### src/rtl/hazard_lights_n.sv
// Parametrised hazard-light sequencer: N_LIGHTS outputs animated in calm, sweep,
// bounce or flash patterns, stepped by an enable-gated internal prescaler.
module hazard_lights_n #(
  parameter int N_LIGHTS = 8,
  parameter int TICK_DIV = 4
) (
  input  logic                clk,
  input  logic                reset,
  input  logic                en,
  input  logic [2:0]          w,
  output logic [N_LIGHTS-1:0] out,
  output logic                step,
  output logic                mode_err
);

  typedef enum logic [2:0] {
    S_IDLE    = 3'd0,
    S_CALM    = 3'd1,
    S_SWR     = 3'd2,
    S_SWL     = 3'd3,
    S_BOUNCE  = 3'd4,
    S_FLASH   = 3'd5,
    S_ILLEGAL = 3'd6
  } state_t;

  localparam int CW = (TICK_DIV > 1) ? $clog2(TICK_DIV) : 1;
  localparam logic [CW-1:0] CNT_MAX = CW'(TICK_DIV - 1);
  localparam logic [N_LIGHTS-1:0] ONE_L    = {{(N_LIGHTS-1){1'b0}}, 1'b1};
  localparam logic [N_LIGHTS-1:0] TOP_L    = ONE_L << (N_LIGHTS - 1);
  localparam logic [N_LIGHTS-1:0] ALL_L    = {N_LIGHTS{1'b1}};
  localparam logic [N_LIGHTS-1:0] ZERO_L   = {N_LIGHTS{1'b0}};
  localparam logic [N_LIGHTS-1:0] CALM_A_L = TOP_L | ONE_L;
  // Odd counts have a single centre light, even counts light the middle pair.
  localparam logic [N_LIGHTS-1:0] CALM_B_L = (N_LIGHTS % 2 == 1) ?
      (ONE_L << ((N_LIGHTS - 1) / 2)) :
      ((ONE_L << (N_LIGHTS / 2)) | (ONE_L << (N_LIGHTS / 2 - 1)));

  function automatic state_t decode_mode(input logic [2:0] sel);
    case (sel)
      3'b000:  return S_CALM;
      3'b001:  return S_SWR;
      3'b010:  return S_SWL;
      3'b011:  return S_BOUNCE;
      3'b100:  return S_FLASH;
      default: return S_ILLEGAL;
    endcase
  endfunction

  logic [CW-1:0]       cnt_r;
  logic                tick_s;
  state_t              state_r, state_nx_s, sel_s;
  logic [N_LIGHTS-1:0] out_r, out_nx_s;
  logic                dir_up_r, dir_up_nx_s;
  logic                step_r, step_nx_s;
  logic                err_r, err_nx_s;

  assign tick_s   = en && (cnt_r == CNT_MAX);
  assign sel_s    = decode_mode(w);
  assign out      = out_r;
  assign step     = step_r;
  assign mode_err = err_r;

  // Prescaler: counts enabled cycles, holds while en is low.
  always_ff @(posedge clk) begin
    if (reset) begin
      cnt_r <= {CW{1'b0}};
    end else if (en) begin
      cnt_r <= (cnt_r == CNT_MAX) ? {CW{1'b0}} : cnt_r + CW'(1);
    end else begin
      cnt_r <= cnt_r;
    end
  end

  // State and registered outputs.
  always_ff @(posedge clk) begin
    if (reset) begin
      state_r  <= S_IDLE;
      out_r    <= ZERO_L;
      dir_up_r <= 1'b1;
      step_r   <= 1'b0;
      err_r    <= 1'b0;
    end else begin
      state_r  <= state_nx_s;
      out_r    <= out_nx_s;
      dir_up_r <= dir_up_nx_s;
      step_r   <= step_nx_s;
      err_r    <= err_nx_s;
    end
  end

  // Next state: load the sampled mode's entry pattern or advance the current one.
  always_comb begin
    state_nx_s  = state_r;
    out_nx_s    = out_r;
    dir_up_nx_s = dir_up_r;
    step_nx_s   = 1'b0;
    err_nx_s    = err_r;
    if (tick_s) begin
      step_nx_s = 1'b1;
      if ((state_r == S_IDLE) || (sel_s != state_r)) begin
        state_nx_s  = sel_s;
        dir_up_nx_s = 1'b1;
        case (sel_s)
          S_CALM:   out_nx_s = CALM_A_L;
          S_SWR:    out_nx_s = ONE_L;
          S_SWL:    out_nx_s = TOP_L;
          S_BOUNCE: out_nx_s = ONE_L;
          S_FLASH:  out_nx_s = ALL_L;
          default:  out_nx_s = ZERO_L;
        endcase
      end else begin
        case (state_r)
          S_CALM:  out_nx_s = (out_r == CALM_A_L) ? CALM_B_L : CALM_A_L;
          S_SWR:   out_nx_s = {out_r[N_LIGHTS-2:0], out_r[N_LIGHTS-1]};
          S_SWL:   out_nx_s = {out_r[0], out_r[N_LIGHTS-1:1]};
          S_FLASH: out_nx_s = (out_r == ALL_L) ? ZERO_L : ALL_L;
          S_BOUNCE: begin
            // Reverse on reaching an end so each endpoint shows for one tick.
            if (dir_up_r) begin
              if (out_r[N_LIGHTS-1]) begin
                out_nx_s    = {1'b0, out_r[N_LIGHTS-1:1]};
                dir_up_nx_s = 1'b0;
              end else begin
                out_nx_s    = {out_r[N_LIGHTS-2:0], 1'b0};
              end
            end else begin
              if (out_r[0]) begin
                out_nx_s    = {out_r[N_LIGHTS-2:0], 1'b0};
                dir_up_nx_s = 1'b1;
              end else begin
                out_nx_s    = {1'b0, out_r[N_LIGHTS-1:1]};
              end
            end
          end
          default: out_nx_s = ZERO_L;
        endcase
      end
      err_nx_s = (state_nx_s == S_ILLEGAL);
    end else begin
      step_nx_s = 1'b0;
    end
  end

endmodule

### config.mk
export PLATFORM = sky130hd
export DESIGN_NAME = hazard_lights_n
export DESIGN_NICKNAME = d
export VERILOG_FILES = /design/src/rtl/hazard_lights_n.sv
export SDC_FILE = /design/constraint.sdc
export NUM_CORES = 1
export LEC_CHECK = 0
export BUFFER_PORTS_ARGS = -buffer_cell sky130_fd_sc_hd__buf_2
export CAP_MARGIN = 20
export CORE_ASPECT_RATIO = 0.9
export CORE_MARGIN = 4
export CORE_UTILIZATION = 40
export DETAILED_ROUTE_END_ITERATION = 7
export HOLD_SLACK_MARGIN = 0.08
export SYNTH_ARGS = -nofsm -noshare
export SYNTH_HDL_FRONTEND = slang
export SYNTH_SLANG_ARGS = --single-unit
### constraint.sdc
create_clock -name clk -period 1.6 [get_ports clk]
set_input_delay 0.32 -clock clk [delete_from_list [all_inputs] [get_ports clk]]
set_output_delay 0.32 -clock clk [all_outputs]
set_load 0.01 [all_outputs]
==> results by group, run 1 <==
Run status
  • Status: finished, violations left
  • Failing checks: setup timing

Finish
  • ANT cells: 0
  • Commonest non-fill, non-tap cells in the layout: 52 x buf_4, 25 x nor2_1, 15 x nand2_1, 15 x buf_2, 9 x dfxtp_2
  • Finished Layout Cells: 252
  • Finished Core Util: 0.633
  • Commonest non-fill, non-tap cell in the layout: buf_4
  • Layout cells sized above 1: 0.528
  • Syn-to-layout area delta: 50.1%
  • Final #Nets: 220
  • Layout fillers: 271

Floorplan
  • Die area: 0.00388 sq mm
  • Die span in x: 65.2 um
  • Ports: 16
  • Core box area: 0.00279 sq mm
  • Rows: 18
  • Die height: 59.5 um
  • Initial Utilization: 0.422

Clocking
  • TritonCTS clock tree: done
  • Clock root buffer: clkbuf_4
  • Max clock buf depth: 2
  • Clk pin slew, worst setup/hold paths: 0.10 ns
  • Clk sinks: 16
  • CTS H-tree lvls: 1
  • CTS Buf Count: 3
  • CTS hold repair buffers: 0
  • Clk_lat worst skew: 0.29 ns

Worst setup path
  • Type of destination of the critical path: flop
  • CP arrival: 1.91 ns
  • Worst Path Class, Setup: reg -> reg
  • Setup crit start: state_r[0]$_SDFFE_PP0P_
  • Worst reg-to-reg setup slack: -0.09 ns
  • Slowest stage delay, CP: 0.39 ns
  • FF-to-FF Start: state_r[0]$_SDFFE_PP0P_
  • Reg2Reg Depth: 6
  • CP required: 1.82 ns
  • Critical path buffers and inverters: 0
  • Crit path cell chain: or3b_1 -> a211o_1 -> o221ai_2 -> nor2_2 -> a21o_4 -> a211oi_2
  • Critical R2R Capture: out[4]$_SDFFE_PP0P_
  • Max Fanout on Critical Path: 8
  • Crit path max-delay cell type: dfxtp_4
  • Setup crit start kind: flop
  • Family with the most delay on the worst path: compound AO/OA/AOI/OAI gates
  • Worst path depth: 6

Timing
  • Min Clock Period, post-route: 1.69 ns
  • Clock Skew: 0.00518 ns
  • Finish-stage setup viols: 8
  • Final period utilization: 1.06
  • Measured slew at the worst slew-check pin: 0.302 ns
  • Final WS setup: -0.0898 ns
  • Hold Fails Final Rpt: 0
  • Slew HR: 0.797
  • Slew Viols, Final: 0
  • F_max: 592 MHz
  • RSZ-0062 raised after global routing: true
  • TNS Setup: -0.356 ns

Yosys
  • Synth top area share: 0.272
  • Synthesized area: 0.00118 sq mm
  • Ys Warns: 0
  • Syn_nets: 158
  • Yosys reg bits: 16
  • Post-synth EDFFs: 0
  • Top cells by area in the synthesized netlist: dfxtp_1 27%, nor2_1 8.6%, mux2i_1 5.1%, nand2_1 4.8%, buf_6 3.8%
  • Post-synthesis sequential area ratio: 0.272
  • Post-synthesis area per instance: 7.80 sq um
  • Top_reg_cell synth: dfxtp_1
  • Unique masters post-synth: 48
  • Synthesized netlist cell count: 151
  • Fraction of registers with async set/reset: 0
  • Largest area contributor in the netlist: dfxtp_1

Placed design
  • Routability Congestion: 0.901
  • PortBufs: 15
  • Hpwl dp: 2730 um
  • Placed Cells incl. Taps: 241

Drt
  • Wirelength, routed: 3740 um
  • # DRC: 0
  • DR iter-0 viols: 108
  • Final ANT Viol Nets: 0
  • Vias: 1381
  • 1st-pass router iterations: 4
  • Via-per-instance ratio: 5.48
  • Drt wl/cell: 14.8 um

Min path
  • Hold EP: cnt_r[0]$_SDFFE_PP0P_
  • Worst Hold Depth: 3
  • Worst Hold Launch: en
  • Worst Hold Class: in -> reg

Global route
  • Total Routing Usage GR: 0.198
  • Gr ovfl total: 0
  • Largest net degree at the start of global routing: 12
  • Vias in the first global route: 1330
  • First-pass GRT wire length: 6020 um
  • Initial antenna violation count: 0

Power
  • VDD IR max: 0.453 mV
  • PD cells: 467 mW/mm^2
  • Pleak: 0.760 nW

Job
  • Max-cap violations: 0
==> area by class of cell <==
cell class / count / area, sq um / area share
Timing Repair Buffer: 67 / 465 / 0.263
Tap cell: 40 / 50.0 / 0.0283
Clock buffer: 4 / 36.3 / 0.0205
Multi-Input combinational cell: 123 / 861 / 0.487
Inverter: 2 / 11.3 / 0.00637
Sequential cell: 16 / 343 / 0.194
==> Yosys cell counts, types with 2 or more instances <==
| master | number |
|---|---|
| o21ai_0 | 8 |
| o211ai_1 | 3 |
| or2b_2 | 2 |
| nand3_1 | 3 |
| clkbuf_8 | 2 |
| a22oi_1 | 2 |
| nor4_1 | 2 |
| buf_6 | 4 |
| a31oi_1 | 2 |
| nor3_1 | 7 |
| dfxtp_1 | 16 |
| o22ai_1 | 2 |
| a221oi_1 | 2 |
| a21oi_1 | 7 |
| nand2_1 | 15 |
| nor2b_1 | 4 |
| mux2i_1 | 6 |
| nor2_1 | 27 |
| nor2_2 | 2 |
| and2_1 | 2 |
| a211oi_1 | 3 |
| o211a_1 | 2 |
| nand4_1 | 3 |
==> cells by family (layout without fill, tap and decap cells) <==
kind of cell | Yosys count | count (layout) | synth area share
buf+inv | 12 | 73 | 0.0861
mux | 7 | 7 | 0.0606
flops | 16 | 16 | 0.272
fa+ha+maj | 1 | 1 | 0.0106
simple gates | 73 | 73 | 0.308
xor+xnor | 1 | 1 | 0.00744
compound gates | 41 | 41 | 0.255
==> how the worst max path moves through the flow <==
| stage | slack (ns) | end |
|---|---|---|
| final | -0.09 | out[4]$_SDFFE_PP0P_ |
| after global routing | -0.15 | out[7]$_SDFFE_PP0P_ |
| after CTS | -0.10 | out[7]$_SDFFE_PP0P_ |
| after detailed placement | -0.17 | out[3]$_SDFFE_PP0P_ |
| after global placement | -0.15 | out[7]$_SDFFE_PP0P_ |
| after floorplan | -0.09 | out[7]$_SDFFE_PP0P_ |
==> layer usage <==
metal,part of all wire,GRT usage,vias up
li1,-,-,678
met1,0.48,0.267,670
met2,0.48,0.328,27
met3,0.030,0.0228,6
met4,0.010,0.0680,0
met5,0,0,-
==> registers in the layout (all words and copies together), names as in the netlist <==
name / count
cnt_r: 2
dir_up_r: 1
out: 8
state_r: 3
mode_err: 1
step: 1
==> metrics by stage <==
stage	setup WS (ns)	hold slack [ns]	total power (W)	cell area [sq um]
floorplan	-0.0873	0.404	0.000498	1190
global placement	-0.148	0.484	0.000541	1550
detailed placement	-0.169	0.497	0.000545	1550
CTS	-0.100	0.321	0.000822	1650
global route	-0.150	0.360	0.000860	1770
finish	-0.0898	0.322	0.000824	1770
==> power by group <==
part           switching [W]  internal [W]  leakage, nW  total, W
sequential        0.00000929      0.000403        0.135  0.000413
combinational      0.0000712     0.0000666        0.603  0.000138
clock               0.000135      0.000139       0.0210  0.000274
total               0.000216      0.000609        0.760  0.000824
==> worst reg2reg max path, cell delays in order, from the launching register on <==
cell and delay, ns:
dfxtp_4 0.39, or3b_1 0.37, a211o_1 0.32, o221ai_2 0.10, nor2_2 0.06, a21o_4 0.26, a211oi_2 0.14
==> what timing repair did <==
action,4_1_cts,5_1_grt
endpoints found under the setup margin,9,9
buffers inserted,2,5
pin swaps,7,16
resized for setup,10,20
(Power assumes the default switching activity.)
==> run 2, diff against run 1 <==
--- a/config.mk
+++ b/config.mk
@@ -7,7 +7,6 @@
 export LEC_CHECK = 0
 export BUFFER_PORTS_ARGS = -buffer_cell sky130_fd_sc_hd__buf_2
 export CAP_MARGIN = 20
-export CORE_ASPECT_RATIO = 0.9
 export CORE_MARGIN = 4
 export CORE_UTILIZATION = 40
 export DETAILED_ROUTE_END_ITERATION = 7
@@ -15,3 +14,4 @@
 export SYNTH_ARGS = -nofsm -noshare
 export SYNTH_HDL_FRONTEND = slang
 export SYNTH_SLANG_ARGS = --single-unit
+export TNS_END_PERCENT = 5
==> constraint.sdc (replaced) <==
create_clock -name clk -period 1.6 [get_ports clk]
set_input_delay 0.24 -clock clk [delete_from_list [all_inputs] [get_ports clk]]
set_output_delay 0.24 -clock clk [all_outputs]
set_load 0.01 [all_outputs]
==> run 2 against run 1 <==
The flow still finishes with violations (setup timing); worst setup slack lost 0.033 ns; sequential share of layout area grew 0.11 points; combinational power is essentially flat; critical path type unchanged; largest power group unchanged.
==> results by group, run 2 (synthesis results as in run 1) <==
Finish
  • Final #Nets: 221 (was 220)
  • Fin area: 0.00175 sq mm (was 0.00177 sq mm)
  • Finished Core Util: 0.629 (was 0.633)
  • Commonest non-fill, non-tap cells in the layout: 51 x buf_4, 25 x nor2_1, 15 x nand2_1, 15 x buf_2 (was 52 x buf_4, 25 x nor2_1, 15 x nand2_1, 15 x buf_2, 9 x dfxtp_2)
  • Commonest non-fill, non-tap cell in the layout: buf_4 (unchanged)
  • Max reg flops: 8 (unchanged)
  • Finished Layout Cells: 244 (was 252)
  • Layout cells sized above 1: 0.498 (was 0.528)
  • Syn-to-layout area delta: 48.7% (was 50.1%)
  • ANT cells: 0 (unchanged)

Drt
  • Drt wl/cell: 14.6 um (was 14.8 um)
  • Via-per-instance ratio: 5.68 (was 5.48)
  • DR iter-0 viols: 87 (was 108)
  • # DRC: 0 (unchanged)
  • Final ANT Viol Nets: 0 (unchanged)
  • Wirelength, routed: 3560 um (was 3740 um)
  • 1st-pass router iterations: 4 (unchanged)
  • Vias: 1387 (was 1381)

Timing
  • Hold Fails Final Rpt: 0 (unchanged)
  • Final period utilization: 1.08 (was 1.06)
  • Slew Viols, Final: 0 (unchanged)
  • Final WS setup: -0.123 ns (was -0.0898 ns)
  • Clock Skew: 0.0124 ns (was 0.00518 ns)
  • Finish-stage setup viols: 9 (was 8)
  • TNS Setup: -0.654 ns (was -0.356 ns)
  • F_max: 581 MHz (was 592 MHz)
  • Measured slew at the worst slew-check pin: 0.324 ns (was 0.302 ns)
  • RSZ-0062 raised after global routing: true (unchanged)
  • Slew HR: 0.783 (was 0.797)
  • Min Clock Period, post-route: 1.72 ns (was 1.69 ns)

Worst setup path
  • Reg2Reg Depth: 6 (unchanged)
  • FF-to-FF Start: state_r[1]$_SDFFE_PP0P_ (was state_r[0]$_SDFFE_PP0P_)
  • Crit path cell chain: buf_6 -> or2b_4 -> o211ai_1 -> nand3_2 -> a221oi_1 -> nor3_2 (was or3b_1 -> a211o_1 -> o221ai_2 -> nor2_2 -> a21o_4 -> a211oi_2)
  • Type of destination of the critical path: flop (unchanged)
  • Setup crit start kind: flop (unchanged)
  • Worst reg-to-reg setup slack: -0.12 ns (was -0.09 ns)
  • Crit path max-delay cell type: dfxtp_4 (unchanged)
  • CP arrival: 1.92 ns (was 1.91 ns)
  • Setup crit start: state_r[1]$_SDFFE_PP0P_ (was state_r[0]$_SDFFE_PP0P_)
  • Max Fanout on Critical Path: 5 (was 8)
  • Worst Path Class, Setup: reg -> reg (unchanged)
  • Critical R2R Capture: out[2]$_SDFFE_PP0P_ (was out[4]$_SDFFE_PP0P_)
  • CP required: 1.80 ns (was 1.82 ns)
  • Slowest stage delay, CP: 0.37 ns (was 0.39 ns)

Clocking
  • Clk pin slew, worst setup/hold paths: 0.11 ns (was 0.10 ns)
  • Max clock buf depth: 2 (unchanged)
  • CTS hold repair buffers: 0 (unchanged)
  • Clk_lat worst skew: 0.30 ns (was 0.29 ns)
  • Clk sinks: 16 (unchanged)
  • CTS H-tree lvls: 1 (unchanged)
  • CTS Buf Count: 3 (unchanged)
  • Clock root buffer: clkbuf_4 (unchanged)
  • TritonCTS clock tree: done (unchanged)

Placed design
  • Routability Congestion: 0.889 (was 0.901)
  • Placed Cells incl. Taps: 232 (was 241)
  • PortBufs: 15 (unchanged)
  • Hpwl dp: 2610 um (was 2730 um)
  • Pre-CTS WS: -0.204 ns (was -0.169 ns)
  • DP Area: 0.00156 sq mm (was 0.00155 sq mm)

Min path
  • Worst Hold Depth: 2 (was 3)
  • Worst Hold Launch: reset (was en)
  • Hold EP: out[7]$_SDFFE_PP0P_ (was cnt_r[0]$_SDFFE_PP0P_)
  • Worst Hold Class: in -> reg (unchanged)

Power
  • Internal: 0.000611 W (was 0.000609 W)
  • Register share of total power: 0.494 (was 0.501)
  • PD cells: 476 mW/mm^2 (was 467 mW/mm^2)
  • Pleak: 0.758 nW (was 0.760 nW)
  • VDD IR max: 0.559 mV (was 0.453 mV)
  • Logic pwr share: 0.166 (was 0.167)
  • Clock share of power: 0.339 (was 0.332)
  • Sw Share: 0.267 (was 0.262)
  • P_sw: 0.000223 W (was 0.000216 W)

Run status
  • Failing checks: setup timing (unchanged)
  • Status: finished, violations left (unchanged)

Global route
  • Total Routing Usage GR: 0.185 (was 0.198)
  • Initial antenna violation count: 0 (unchanged)
  • First-pass GRT wire length: 6080 um (was 6020 um)
  • Vias in the first global route: 1354 (was 1330)
  • Largest net degree at the start of global routing: 12 (unchanged)
  • Gr ovfl total: 0 (unchanged)

Floorplan
  • Die span in x: 62.3 um (was 65.2 um)
  • Rows: 19 (was 18)
  • Ports: 16 (unchanged)
  • Initial Utilization: 0.423 (was 0.422)
  • Die area: 0.00388 sq mm (about the same)
  • Core box area: 0.00278 sq mm (was 0.00279 sq mm)
  • Die height: 62.3 um (was 59.5 um)

Job
  • Max-cap violations: 0 (unchanged)
## run 2: critical path: cells and delay by family, from the launching register on
kind | cells | cell delay, ns
and+or+nand+nor | 3 | 0.56
AOI/OAI and AO/OA | 2 | 0.58
buffers and inverters | 1 | 0.11
DFF | 1 | 0.37
## run 2: timing repair
| item | in CTS | in global routing |
|---|---|---|
| setup endpoints to repair | 9 | 9 |
| setup buffers | 8 | 0 |
| pin swaps | 11 | 10 |
| gates resized for setup | 16 | 8 |
## run 2: area by class of cell
cell class | count | area [sq um]
clock buffer | 4 | 36.3
multi-input combinational | 123 | 837
timing repair buffer | 68 | 489
tap | 31 | 38.8
inverter | 2 | 7.51
fill | 234 | 1030
sequential | 16 | 342
## run 2: routing by layer
metal | global-route usage | up-vias | wire [um]
met5 | 0 | - | 0
met4 | 0.0531 | 0 | 77
met3 | 0.0378 | 11 | 177
met2 | 0.326 | 46 | 1760
met1 | 0.223 | 652 | 1550
li1 | - | 678 | -
## run 2: how the worst max path moves through the flow
stage | endpoint | cells past startpoint
floorplan | out[7]$_SDFFE_PP0P_ | 7
global placement | out[3]$_SDFFE_PP0P_ | 7
detailed placement | out[3]$_SDFFE_PP0P_ | 7
CTS | out[7]$_SDFFE_PP0P_ | 6
global route | out[2]$_SDFFE_PP0P_ | 7
finish | out[2]$_SDFFE_PP0P_ | 6
## run 2: per-stage QoR
stage | hold slack, ns | power, W
after floorplan | 0.324 | 0.000498
after global routing | 0.256 | 0.000877
final | 0.253 | 0.000834
after global placement | 0.483 | 0.000544
after CTS | 0.236 | 0.000838
after detailed placement | 0.518 | 0.000549
## run 2: power by group through the flow
stage / registers, W / logic, W / clock network [W]
floorplan: 0.000427 / 0.0000713 / 0
global placement: 0.000424 / 0.000120 / 0
detailed placement: 0.000425 / 0.000123 / 0
CTS: 0.000415 / 0.000135 / 0.000289
global route: 0.000414 / 0.000151 / 0.000312
finish: 0.000412 / 0.000139 / 0.000283
==> run 3, diff against run 2 <==
==> constraint.sdc (replaced) <==
create_clock -name clk -period 1.8 [get_ports clk]
set_input_delay 0.27 -clock clk [delete_from_list [all_inputs] [get_ports clk]]
set_output_delay 0.27 -clock clk [all_outputs]
set_load 0.01 [all_outputs]
==> run 3 against run 2 <==
The flow now finishes without violations; total power shrank 13%; cell count down 7.4%; worst setup slack better by 0.15 ns; register-to-register slack improved by 0.15 ns; clock-buffer cell count is the same; critical path type unchanged; largest cell class unchanged.
==> results by group, run 3 (synthesis results as in run 1) <==
Run status
  • Status: complete, no violations (was finished, violations left)

Timing
  • RSZ-0062 raised after global routing: true (unchanged)
  • Min Clock Period, post-route: 1.77 ns (was 1.72 ns)
  • Clock Skew: 0.00357 ns (was 0.0124 ns)
  • Final period utilization: 0.983 (was 1.08)
  • F_max: 565 MHz (was 581 MHz)
  • Measured slew at the worst slew-check pin: 0.443 ns (was 0.324 ns)
  • Slew HR: 0.704 (was 0.783)
  • Slew Viols, Final: 0 (unchanged)
  • TNS Setup: 0 ns (was -0.654 ns)
  • Hold Fails Final Rpt: 0 (unchanged)
  • Finish-stage setup viols: 0 (was 9)

Min path
  • Hold EP: cnt_r[0]$_SDFFE_PP0P_ (was out[7]$_SDFFE_PP0P_)
  • Worst Hold Depth: 3 (was 2)
  • Worst Hold Launch: en (was reset)
  • Worst Hold Class: in -> reg (unchanged)

Finish
  • Fin area: 0.00153 sq mm (was 0.00175 sq mm)
  • Finished Layout Cells: 226 (was 244)
  • Final #Nets: 203 (was 221)
  • Max reg flops: 8 (unchanged)
  • Commonest non-fill, non-tap cells in the layout: 35 x buf_4, 27 x nor2_1, 15 x nand2_1, 15 x buf_2, 11 x dfxtp_1 (was 51 x buf_4, 25 x nor2_1, 15 x nand2_1, 15 x buf_2)
  • ANT cells: 0 (unchanged)
  • Layout cells sized above 1: 0.374 (was 0.498)
  • Commonest non-fill, non-tap cell in the layout: buf_4 (unchanged)
  • Syn-to-layout area delta: 30.1% (was 48.7%)

Global route
  • Total Routing Usage GR: 0.185 (about the same)
  • Initial antenna violation count: 0 (unchanged)
  • First-pass GRT wire length: 6070 um (was 6080 um)
  • Largest net degree at the start of global routing: 13 (was 12)
  • Gr ovfl total: 0 (unchanged)
  • Vias in the first global route: 1285 (was 1354)

Drt
  • Drt wl/cell: 15.4 um (was 14.6 um)
  • Final ANT Viol Nets: 0 (unchanged)
  • 1st-pass router iterations: 4 (unchanged)
  • Wirelength, routed: 3490 um (was 3560 um)
  • # DRC: 0 (unchanged)
  • Via-per-instance ratio: 5.67 (was 5.68)
  • Vias: 1281 (was 1387)
  • DR iter-0 viols: 97 (was 87)

Clocking
  • CTS H-tree lvls: 1 (unchanged)
  • Clk_lat worst skew: 0.30 ns (about the same)
  • Clk pin slew, worst setup/hold paths: 0.11 ns (about the same)
  • TritonCTS clock tree: done (unchanged)
  • Clk sinks: 16 (unchanged)
  • CTS hold repair buffers: 0 (unchanged)
  • Max clock buf depth: 2 (unchanged)
  • Clock root buffer: clkbuf_4 (unchanged)
  • CTS Buf Count: 3 (unchanged)

Power
  • Design Power: 0.000726 W (was 0.000834 W)
  • PD cells: 474 mW/mm^2 (was 476 mW/mm^2)
  • Pleak: 0.653 nW (was 0.758 nW)
  • VDD IR max: 0.423 mV (was 0.559 mV)

Placed design
  • DP Area: 0.00146 sq mm (was 0.00156 sq mm)
  • PortBufs: 15 (unchanged)
  • Placed Cells incl. Taps: 222 (was 232)
  • Hpwl dp: 2640 um (was 2610 um)
  • Routability Congestion: 0.910 (was 0.889)

Worst setup path
  • Critical R2R Capture: out[7]$_SDFFE_PP0P_ (was out[2]$_SDFFE_PP0P_)
  • Crit path max-delay cell type: dfxtp_1 (was dfxtp_4)
  • Critical path buffers and inverters: 0 (was 1)
  • FF-to-FF Start: out[2]$_SDFFE_PP0P_ (was state_r[1]$_SDFFE_PP0P_)
  • Worst reg-to-reg setup slack: 0.03 ns (was -0.12 ns)
  • Reg2Reg Depth: 6 (unchanged)
  • Setup crit start kind: flop (unchanged)
  • CP required: 2.00 ns (was 1.80 ns)
  • Type of destination of the critical path: flop (unchanged)
  • Worst Path Class, Setup: reg -> reg (unchanged)
  • Family with the most delay on the worst path: compound AO/OA/AOI/OAI gates (unchanged)
  • Crit path cell chain: nand4_1 -> o211ai_1 -> a21bo_2 -> o32a_1 -> a222oi_1 -> nor2_1 (was buf_6 -> or2b_4 -> o211ai_1 -> nand3_2 -> a221oi_1 -> nor3_2)
  • Slowest stage delay, CP: 0.42 ns (was 0.37 ns)
  • CP arrival: 1.96 ns (was 1.92 ns)
  • Max Fanout on Critical Path: 4 (was 5)

Floorplan
  • Die span in x: 62.3 um (unchanged)
  • Rows: 19 (unchanged)
  • Initial Utilization: 0.423 (unchanged)
  • Ports: 16 (unchanged)
  • Core box area: 0.00278 sq mm (unchanged)
  • Die area: 0.00388 sq mm (unchanged)
  • Die height: 62.3 um (unchanged)

Job
  • Max-cap violations: 0 (unchanged)
run 3: worst max path at each step:
stage | startpoint | end | slack [ns] | cells past startpoint
2_1_floorplan | out[7]$_SDFFE_PP0P_ | out[7]$_SDFFE_PP0P_ | 0.05 | 7
3_3_place_gp | w[1] | out[2]$_SDFFE_PP0P_ | 0.01 | 7
3_5_place_dp | w[1] | out[3]$_SDFFE_PP0P_ | -0.02 | 7
4_1_cts | out[3]$_SDFFE_PP0P_ | out[7]$_SDFFE_PP0P_ | 0.00007 | 6
5_1_grt | out[6]$_SDFFE_PP0P_ | out[7]$_SDFFE_PP0P_ | -0.08 | 6
6_report | out[2]$_SDFFE_PP0P_ | out[7]$_SDFFE_PP0P_ | 0.03 | 6
run 3: power by group:
| part | internal, W | switching [W] | leakage (nW) | total (W) |
|---|---|---|---|---|
| Clock | 0.000123 | 0.000131 | 0.0210 | 0.000255 |
| Sequential | 0.000363 | 0.00000800 | 0.132 | 0.000371 |
| Combinational | 0.0000456 | 0.0000552 | 0.500 | 0.000101 |
| Total | 0.000531 | 0.000195 | 0.653 | 0.000726 |
run 3: layout make-up:
type,count,area (sq um)
inverter,2,7.51
fill,264,1250
timing repair buffer,50,338
multi-input combinational,123,785
tap,31,38.8
sequential,16,327
clock buffer,4,36.3
run 3: through the flow:
step                      setup slack [ns]  hold WS [ns]  utilization
after floorplan                     0.0475         0.354            -
after global placement             0.00951         0.480        0.525
after detailed placement           -0.0185         0.503        0.525
after CTS                        0.0000746         0.284        0.538
after global routing               -0.0770         0.291        0.551
final                               0.0311         0.275        0.551
run 3: repair_timing:
item	4_1_cts	5_1_grt
resized for setup	0	11
buffers inserted	0	0
setup endpoints to repair	0	8
run 3: metal layers:
layer | global-route usage | share of wire | wire, um
met5 | 0 | 0 | 0
met4 | 0.0424 | 0.0083 | 29
met3 | 0.0216 | 0.050 | 176
met2 | 0.293 | 0.45 | 1580
met1 | 0.265 | 0.49 | 1700
run 3: worst min-delay path, delay by kind of cell:
family | cells | cell delay (ns)
muxes | 1 | 0.07
buffers and inverters | 1 | 0.12
and+or+nand+nor | 1 | 0.08
